## src/rtl/fetch_unit_pkg.sv

```systemverilog
// Shared constants, fetch-queue entry layout and RISC-V immediate decoders for the fetch unit.
package fetch_unit_pkg;

  localparam logic [6:0]  JALOP    = 7'b1101111;
  localparam logic [6:0]  BRANCHOP = 7'b1100011;
  localparam logic [6:0]  JALROP   = 7'b1100111;
  localparam logic [31:0] ZERO32   = 32'h0000_0000;
  localparam logic        TRUE     = 1'b1;
  localparam logic        FALSE    = 1'b0;

  typedef struct packed {
    logic [31:0] inst;
    logic [31:0] pc;
    logic        pred;
    logic [31:0] alt;
  } fetch_entry_t;

  function automatic logic [31:0] imm_j(input logic [31:0] inst);
    return {{11{inst[31]}}, inst[31], inst[19:12], inst[20], inst[30:21], 1'b0};
  endfunction

  function automatic logic [31:0] imm_b(input logic [31:0] inst);
    return {{19{inst[31]}}, inst[31], inst[7], inst[30:25], inst[11:8], 1'b0};
  endfunction

endpackage

```

## src/rtl/fetch_queue.sv

```systemverilog
// Circular FIFO between the ICache response path and the decoder; head entry is presented combinationally.
module fetch_queue #(
  parameter int unsigned DEPTH = 8,
  parameter int unsigned WIDTH = 32
) (
  input  logic                     clk_i,
  input  logic                     rst_i,
  input  logic                     en_i,
  input  logic                     flush_i,
  input  logic                     push_i,
  input  logic                     pop_i,
  input  logic [WIDTH-1:0]         data_i,
  output logic [WIDTH-1:0]         data_o,
  output logic [$clog2(DEPTH):0]   count_o,
  output logic                     valid_o
);

  localparam int unsigned PW = $clog2(DEPTH);
  localparam int unsigned CW = PW + 1;

  logic [WIDTH-1:0] mem_q [DEPTH];
  logic [PW-1:0]    head_q, tail_q;
  logic [CW-1:0]    count_q;
  logic             do_pop;

  assign do_pop  = pop_i && (count_q != '0);
  assign data_o  = mem_q[head_q];
  assign count_o = count_q;
  assign valid_o = (count_q != '0);

  // Pointers wrap naturally because DEPTH is a power of two.
  always_ff @(posedge clk_i) begin
    if (rst_i) begin
      head_q  <= '0;
      tail_q  <= '0;
      count_q <= '0;
    end else if (en_i) begin
      if (flush_i) begin
        head_q  <= '0;
        tail_q  <= '0;
        count_q <= '0;
      end else begin
        if (push_i) tail_q <= tail_q + PW'(1);
        if (do_pop) head_q <= head_q + PW'(1);
        unique case ({push_i, do_pop})
          2'b10:   count_q <= count_q + CW'(1);
          2'b01:   count_q <= count_q - CW'(1);
          default: count_q <= count_q;
        endcase
      end
    end
  end

  always_ff @(posedge clk_i) begin
    if (!rst_i && en_i && !flush_i && push_i) mem_q[tail_q] <= data_i;
  end

endmodule

```

## src/rtl/fetch_unit.sv

```systemverilog
// Instruction fetch: single-outstanding ICache requests, static JAL / BHT-predicted branch redirect,
// misprediction flush with drop of the in-flight response, and a decoupling fetch queue.
module fetch_unit
  import fetch_unit_pkg::*;
#(
  parameter int unsigned QUEUE_DEPTH = 8,
  parameter int unsigned BHT_ENTRIES = 64
) (
  input  logic        clk,
  input  logic        rst,
  input  logic        rdy,
  input  logic        jump_wrong,
  input  logic [31:0] ROB_jump_PC_in,
  output logic        IC_req_out,
  output logic [31:0] IC_PC_out,
  input  logic        IC_flag_in,
  input  logic [31:0] IC_inst_in,
  input  logic        Dec_ready_in,
  output logic        Dec_inst_flag_out,
  output logic [31:0] Dec_inst_out,
  output logic [31:0] Dec_PC_out,
  output logic        Dec_jump_flag_out,
  output logic [31:0] Dec_jump_PC_out,
  input  logic        ROB_bp_flag_in,
  input  logic [31:0] ROB_bp_PC_in,
  input  logic        ROB_bp_taken_in
);

  localparam int unsigned IDX = $clog2(BHT_ENTRIES);
  localparam int unsigned CW  = $clog2(QUEUE_DEPTH) + 1;

  logic [31:0]    pc_q, pc_d, next_pc;
  logic           out_q, out_d, drop_q, drop_d;
  logic [1:0]     bht_q [BHT_ENTRIES];
  logic [1:0]     lookup, bp_cnt, bp_next;
  logic [IDX-1:0] bp_idx;
  logic [CW-1:0]  count;
  logic           q_valid, push, pop;
  fetch_entry_t   push_entry, head;
  logic           unused_pc_bits;

  assign unused_pc_bits = ^{pc_q[31:IDX+2], pc_q[1:0], ROB_bp_PC_in[31:IDX+2], ROB_bp_PC_in[1:0]};

  assign IC_req_out = !out_q && !drop_q && (count < CW'(QUEUE_DEPTH)) && !jump_wrong && !rst && rdy;
  assign IC_PC_out  = pc_q;
  assign push       = IC_flag_in && !drop_q && !jump_wrong;
  assign pop        = q_valid && Dec_ready_in;
  assign lookup     = bht_q[pc_q[IDX+1:2]];

  // Prediction for the response being pushed this cycle.
  always_comb begin
    push_entry.inst = IC_inst_in;
    push_entry.pc   = pc_q;
    push_entry.pred = FALSE;
    push_entry.alt  = pc_q + 32'd4;
    next_pc         = pc_q + 32'd4;
    unique case (IC_inst_in[6:0])
      JALOP: begin
        next_pc         = pc_q + imm_j(IC_inst_in);
        push_entry.pred = TRUE;
      end
      BRANCHOP: begin
        if (lookup[1]) begin
          next_pc         = pc_q + imm_b(IC_inst_in);
          push_entry.pred = TRUE;
        end else begin
          push_entry.alt  = pc_q + imm_b(IC_inst_in);
        end
      end
      default: ;
    endcase
  end

  // A flush with a request in flight arms the drop flag so the stale response is swallowed.
  always_comb begin
    pc_d   = pc_q;
    out_d  = out_q;
    drop_d = drop_q;
    if (jump_wrong) begin
      pc_d   = ROB_jump_PC_in;
      out_d  = FALSE;
      drop_d = (out_q || drop_q) && !IC_flag_in;
    end else begin
      if (IC_flag_in) begin
        out_d = FALSE;
        if (drop_q) drop_d = FALSE;
        else        pc_d   = next_pc;
      end
      if (IC_req_out) out_d = TRUE;
    end
  end

  assign bp_idx = ROB_bp_PC_in[IDX+1:2];
  assign bp_cnt = bht_q[bp_idx];

  always_comb begin
    bp_next = bp_cnt;
    if (ROB_bp_taken_in) begin
      if (bp_cnt != 2'b11) bp_next = bp_cnt + 2'd1;
    end else begin
      if (bp_cnt != 2'b00) bp_next = bp_cnt - 2'd1;
    end
  end

  always_ff @(posedge clk) begin
    if (rst) begin
      pc_q   <= ZERO32;
      out_q  <= FALSE;
      drop_q <= FALSE;
      for (int i = 0; i < int'(BHT_ENTRIES); i++) bht_q[i] <= 2'b01;
    end else if (rdy) begin
      pc_q   <= pc_d;
      out_q  <= out_d;
      drop_q <= drop_d;
      if (ROB_bp_flag_in) bht_q[bp_idx] <= bp_next;
    end
  end

  fetch_queue #(
    .DEPTH (QUEUE_DEPTH),
    .WIDTH ($bits(fetch_entry_t))
  ) u_queue (
    .clk_i   (clk),
    .rst_i   (rst),
    .en_i    (rdy),
    .flush_i (jump_wrong),
    .push_i  (push),
    .pop_i   (pop),
    .data_i  (push_entry),
    .data_o  (head),
    .count_o (count),
    .valid_o (q_valid)
  );

  assign Dec_inst_flag_out = q_valid;
  assign Dec_inst_out      = head.inst;
  assign Dec_PC_out        = head.pc;
  assign Dec_jump_flag_out = head.pred;
  assign Dec_jump_PC_out   = head.alt;

endmodule

```

## config.mk

```make
export PLATFORM = sky130hd
export DESIGN_NAME = fetch_unit
export DESIGN_NICKNAME = d
export VERILOG_FILES = /design/src/rtl/fetch_unit_pkg.sv /design/src/rtl/fetch_queue.sv /design/src/rtl/fetch_unit.sv
export SDC_FILE = /design/constraint.sdc
export NUM_CORES = 1
export LEC_CHECK = 0
export ABC_AREA = 1
export CAP_MARGIN = 15
export CELL_PAD_IN_SITES_DETAIL_PLACEMENT = 2
export CELL_PAD_IN_SITES_GLOBAL_PLACEMENT = 2
export CORE_MARGIN = 4
export CORE_UTILIZATION = 39
export DETAILED_ROUTE_END_ITERATION = 8
export GPL_ROUTABILITY_DRIVEN = 0
export PLACE_DENSITY_LB_ADDON = 0.1
export SETUP_SLACK_MARGIN = 0.02
export SLEW_MARGIN = 15
export SYNTH_ARGS = -nofsm -noshare
export SYNTH_HDL_FRONTEND = slang
export SYNTH_SLANG_ARGS = --single-unit
```

## constraint.sdc

```tcl
create_clock -name clk -period 13.7 [get_ports clk]
set_clock_uncertainty 0.2 [all_clocks]
set_input_delay 2.74 -clock clk [delete_from_list [all_inputs] [get_ports clk]]
set_output_delay 2.74 -clock clk [all_outputs]
set_load 0.1 [all_outputs]
```

==> summary.txt <==
Synthesis
  – Post-synth ARST share: 0%
  – Post-Syn Area: 0.04399 mm2
  – Register bit total from synthesis: 949
  – Sequential fraction of the synthesis area: 63.57%
  – EDFF count, synth: 896
  – Area contributors post-synth: edfxtp_1 (61%), nor2_1 (8.4%), o21ai_0 (5.6%), nand2_1 (5.5%), nand3_1 (2.6%)
  – Yosys top cell by area: edfxtp_1
  – Syn nets: 4576
  – Mapped Cells: 4421
  – Netlist cell types: 47
  – Top FF cell, synth: edfxtp_1
  – Yosys top cell area share: 61.16%
  – Syn_area_per_cell: 9.951 um2
  – Synth Warn #: 0

Detailed routing
  – DR WL/cell: 26.69 um
  – Post-route ant nets: 0
  – Post-Route WL: 163700 um
  – Residual DRC: 0
  – Via density: 5.660
  – Drt first pass iters: 5
  – Iter 0 DRT Violations: 2683
  – Vias: 34700

Setup path
  – WP data arrival: 5.61 ns
  – Most used cell, CP: buf_4
  – Kind of critical path: reg2out
  – Crit-path cells: inv_8 > buf_4 > buf_4 > o21ai_0 > o22ai_1 > nor2_1 > a31oi_1 > clkdlybuf4s50_1
  – Max incr delay on CP: 1.22 ns
  – Reg2reg setup slack: 8.91 ns
  – Crit. End Element: output pin
  – CP Launch Type: flip-flop
  – Slowest-stage cell, CP: clkdlybuf4s50_1
  – Crit path max fanout: 124
  – Critical Path RT: 10.76 ns

Layout
  – Layout area overhead: 15.38%
  – Final Instance Count excl. Fillers: 6131
  – Commonest cells after routing, fill and taps aside: nor2_1 (986), edfxtp_1 (896), nand2_1 (641)
  – Commonest non-fill, non-tap cell in the layout: nor2_1
  – Utilization after layout: 45.61%
  – Final net count: 4706
  – Share of layout cells above drive strength 1: 5.904%

CTS
  – CTS sink cnt: 949
  – TritonCTS clock tree: done
  – Post-CTS Repair Setup Buffers: 0
  – Reg clk slew, reported paths: 0.06 ns
  – Clk_lat worst skew: 0.72 ns
  – Cts hold-fix bufs: 0
  – Post-cts resize count: 0
  – CTS Buf Count: 106
  – Clock buffer depth: 3
  – H-tree Lvls: 3
  – Root Buffer: clkbuf_16

Timing
  – Crit path time final: 8.552 ns
  – Achievable Freq: 116.9 MHz
  – Slew Viols, Final: 0
  – Final Setup Violations: 0
  – Final hold violations: 0
  – RSZ-0062 raised after global routing: no
  – Tcrit/Tclk final: 62.42%
  – Worst Tran Pin Value: 1.220 ns
  – Max-slew headroom: 18.10%
  – Setup TNS: 0 ns

Min path
  – Worst Hold Class: reg2reg

Floorplanning
  – Site row count: 122
  – Die H: 343.9 um
  – Die area: 0.1182 mm2
  – Die W: 343.9 um
  – Core outline area: 0.1113 mm2
  – # IOs: 235
  – Initial Utilization: 39.54%

Global route
  – First-pass GRT wire length: 242200 um
  – Vias in the first global route: 37550
  – Pin count of the biggest net entering global routing: 167
  – GR Overflow Total: 0
  – Initial antenna violation count: 5
  – Gr usage total: 27.21%

Power and ir drop
  – Leakage: 17.85 nW
  – Power Dens Cells: 133.4 mW/mm2
  – Peak supply drop: 103.3 uV

Placement
  – PortBufs: 208
  – DP HPWL: 104300 um
  – Placed insts: 5929

Outcome
  – Status: finished, final reports clean

Run
  – Max capacitance violation total: 0
layout make-up:
| type | instances | area, um2 |
|---|---|---|
| fillers | 11620 | 60520 |
| flip-flops and latches | 949 | 27970 |
| diodes | 2 | 5.005 |
| repair buffers | 284 | 2710 |
| clock inverters | 63 | 501.7 |
| well taps | 1488 | 1862 |
| multi-input cells | 2929 | 13840 |
| inverters | 281 | 1075 |
| clock buffers | 135 | 2791 |
metal layers:
metal | vias to the layer above | GRT usage, % | share of wire (%)
li1 | 15580 | - | -
met1 | 18070 | 35.84 | 44
met2 | 827 | 47.81 | 50
met3 | 221 | 3.407 | 4.3
met4 | 0 | 6.721 | 2.3
met5 | - | 0 | 0
metrics by stage:
step / hold WS [ns] / instance area (um2) / setup WS, ns / power (mW)
after floorplan: 0.2485 / 43990 / 2.982 / 3.802
after global placement: 0.2518 / 47430 / 5.641 / 4.070
after detailed placement: 0.2652 / 47430 / 5.596 / 4.091
after CTS: 0.2744 / 50720 / 5.138 / 6.817
after global routing: 0.3048 / 50760 / 4.867 / 6.995
final: 0.2754 / 50760 / 5.148 / 6.771
where the power goes:
group	switching (mW)	internal [mW]
sequential	0.0269	3.20
clock	1.22	1.52
combinational	0.619	0.186
total	1.86	4.91
worst paths after layout:
check                                   start             end  depth (start not counted)
worst min register to register  IC_PC_out[28]   IC_PC_out[28]                          2
worst min-delay path            IC_PC_out[28]   IC_PC_out[28]                          2
worst max register to register      flip-flop    IC_PC_out[1]                         15
worst max-delay path                flip-flop  Dec_PC_out[16]                          8
cells in the mapped netlist (3+ instances only):
library cell,n
dfxtp_1,53
buf_4,49
o21ai_1,3
o21bai_1,6
ha_1,48
clkbuf_1,174
o31ai_1,4
xnor2_1,15
inv_2,11
clkinv_1,4
edfxtp_1,896
a221oi_1,7
a22oi_1,11
mux2i_1,3
nand4_1,39
nand2_2,3
buf_2,22
a21oi_1,120
a31oi_1,98
fa_1,3
nor3_1,29
nand3b_1,11
nor2_1,990
buf_6,4
nand3_1,230
buf_1,13
or2_2,8
nor4_1,7
nand3_2,6
nand2_1,642
o22ai_1,102
a211oi_1,4
inv_1,266
xor2_1,28
o21ai_0,492
a221oi_2,3
worst max-delay path, delay by kind of cell (launching register included):
| family | cells | cell delay [ns] |
|---|---|---|
| AO/OA/AOI/OAI | 3 | 0.77 |
| buffers and inverters | 4 | 3.39 |
| flip-flops | 1 | 0.53 |
| AND/OR/NAND/NOR | 1 | 0.07 |
cell families (layout without fill, tap and decap cells):
logic type	count (synthesis)	in the layout	share of synthesized area, %
muxes	3	3	0.06826
DFF	949	949	63.57
AOI/OAI and AO/OA	861	861	10.71
and+or+nand+nor	1971	1971	18.12
other	0	2	0
xor gates and xnor gates	43	43	0.8561
adders and majority gates	51	51	1.502
buffers and inverters	543	763	5.182
state kept, by name (all words and copies together) (netlist names), named ones only:
signal / count
u_queue.count_o: 4
IC_PC_out: 32
u_queue.head_q: 3
u_queue.mem_q: 768
drop_q: 1
u_queue.tail_q: 3
out_q: 1
bht_q: 128
(Power assumes the default switching activity.)
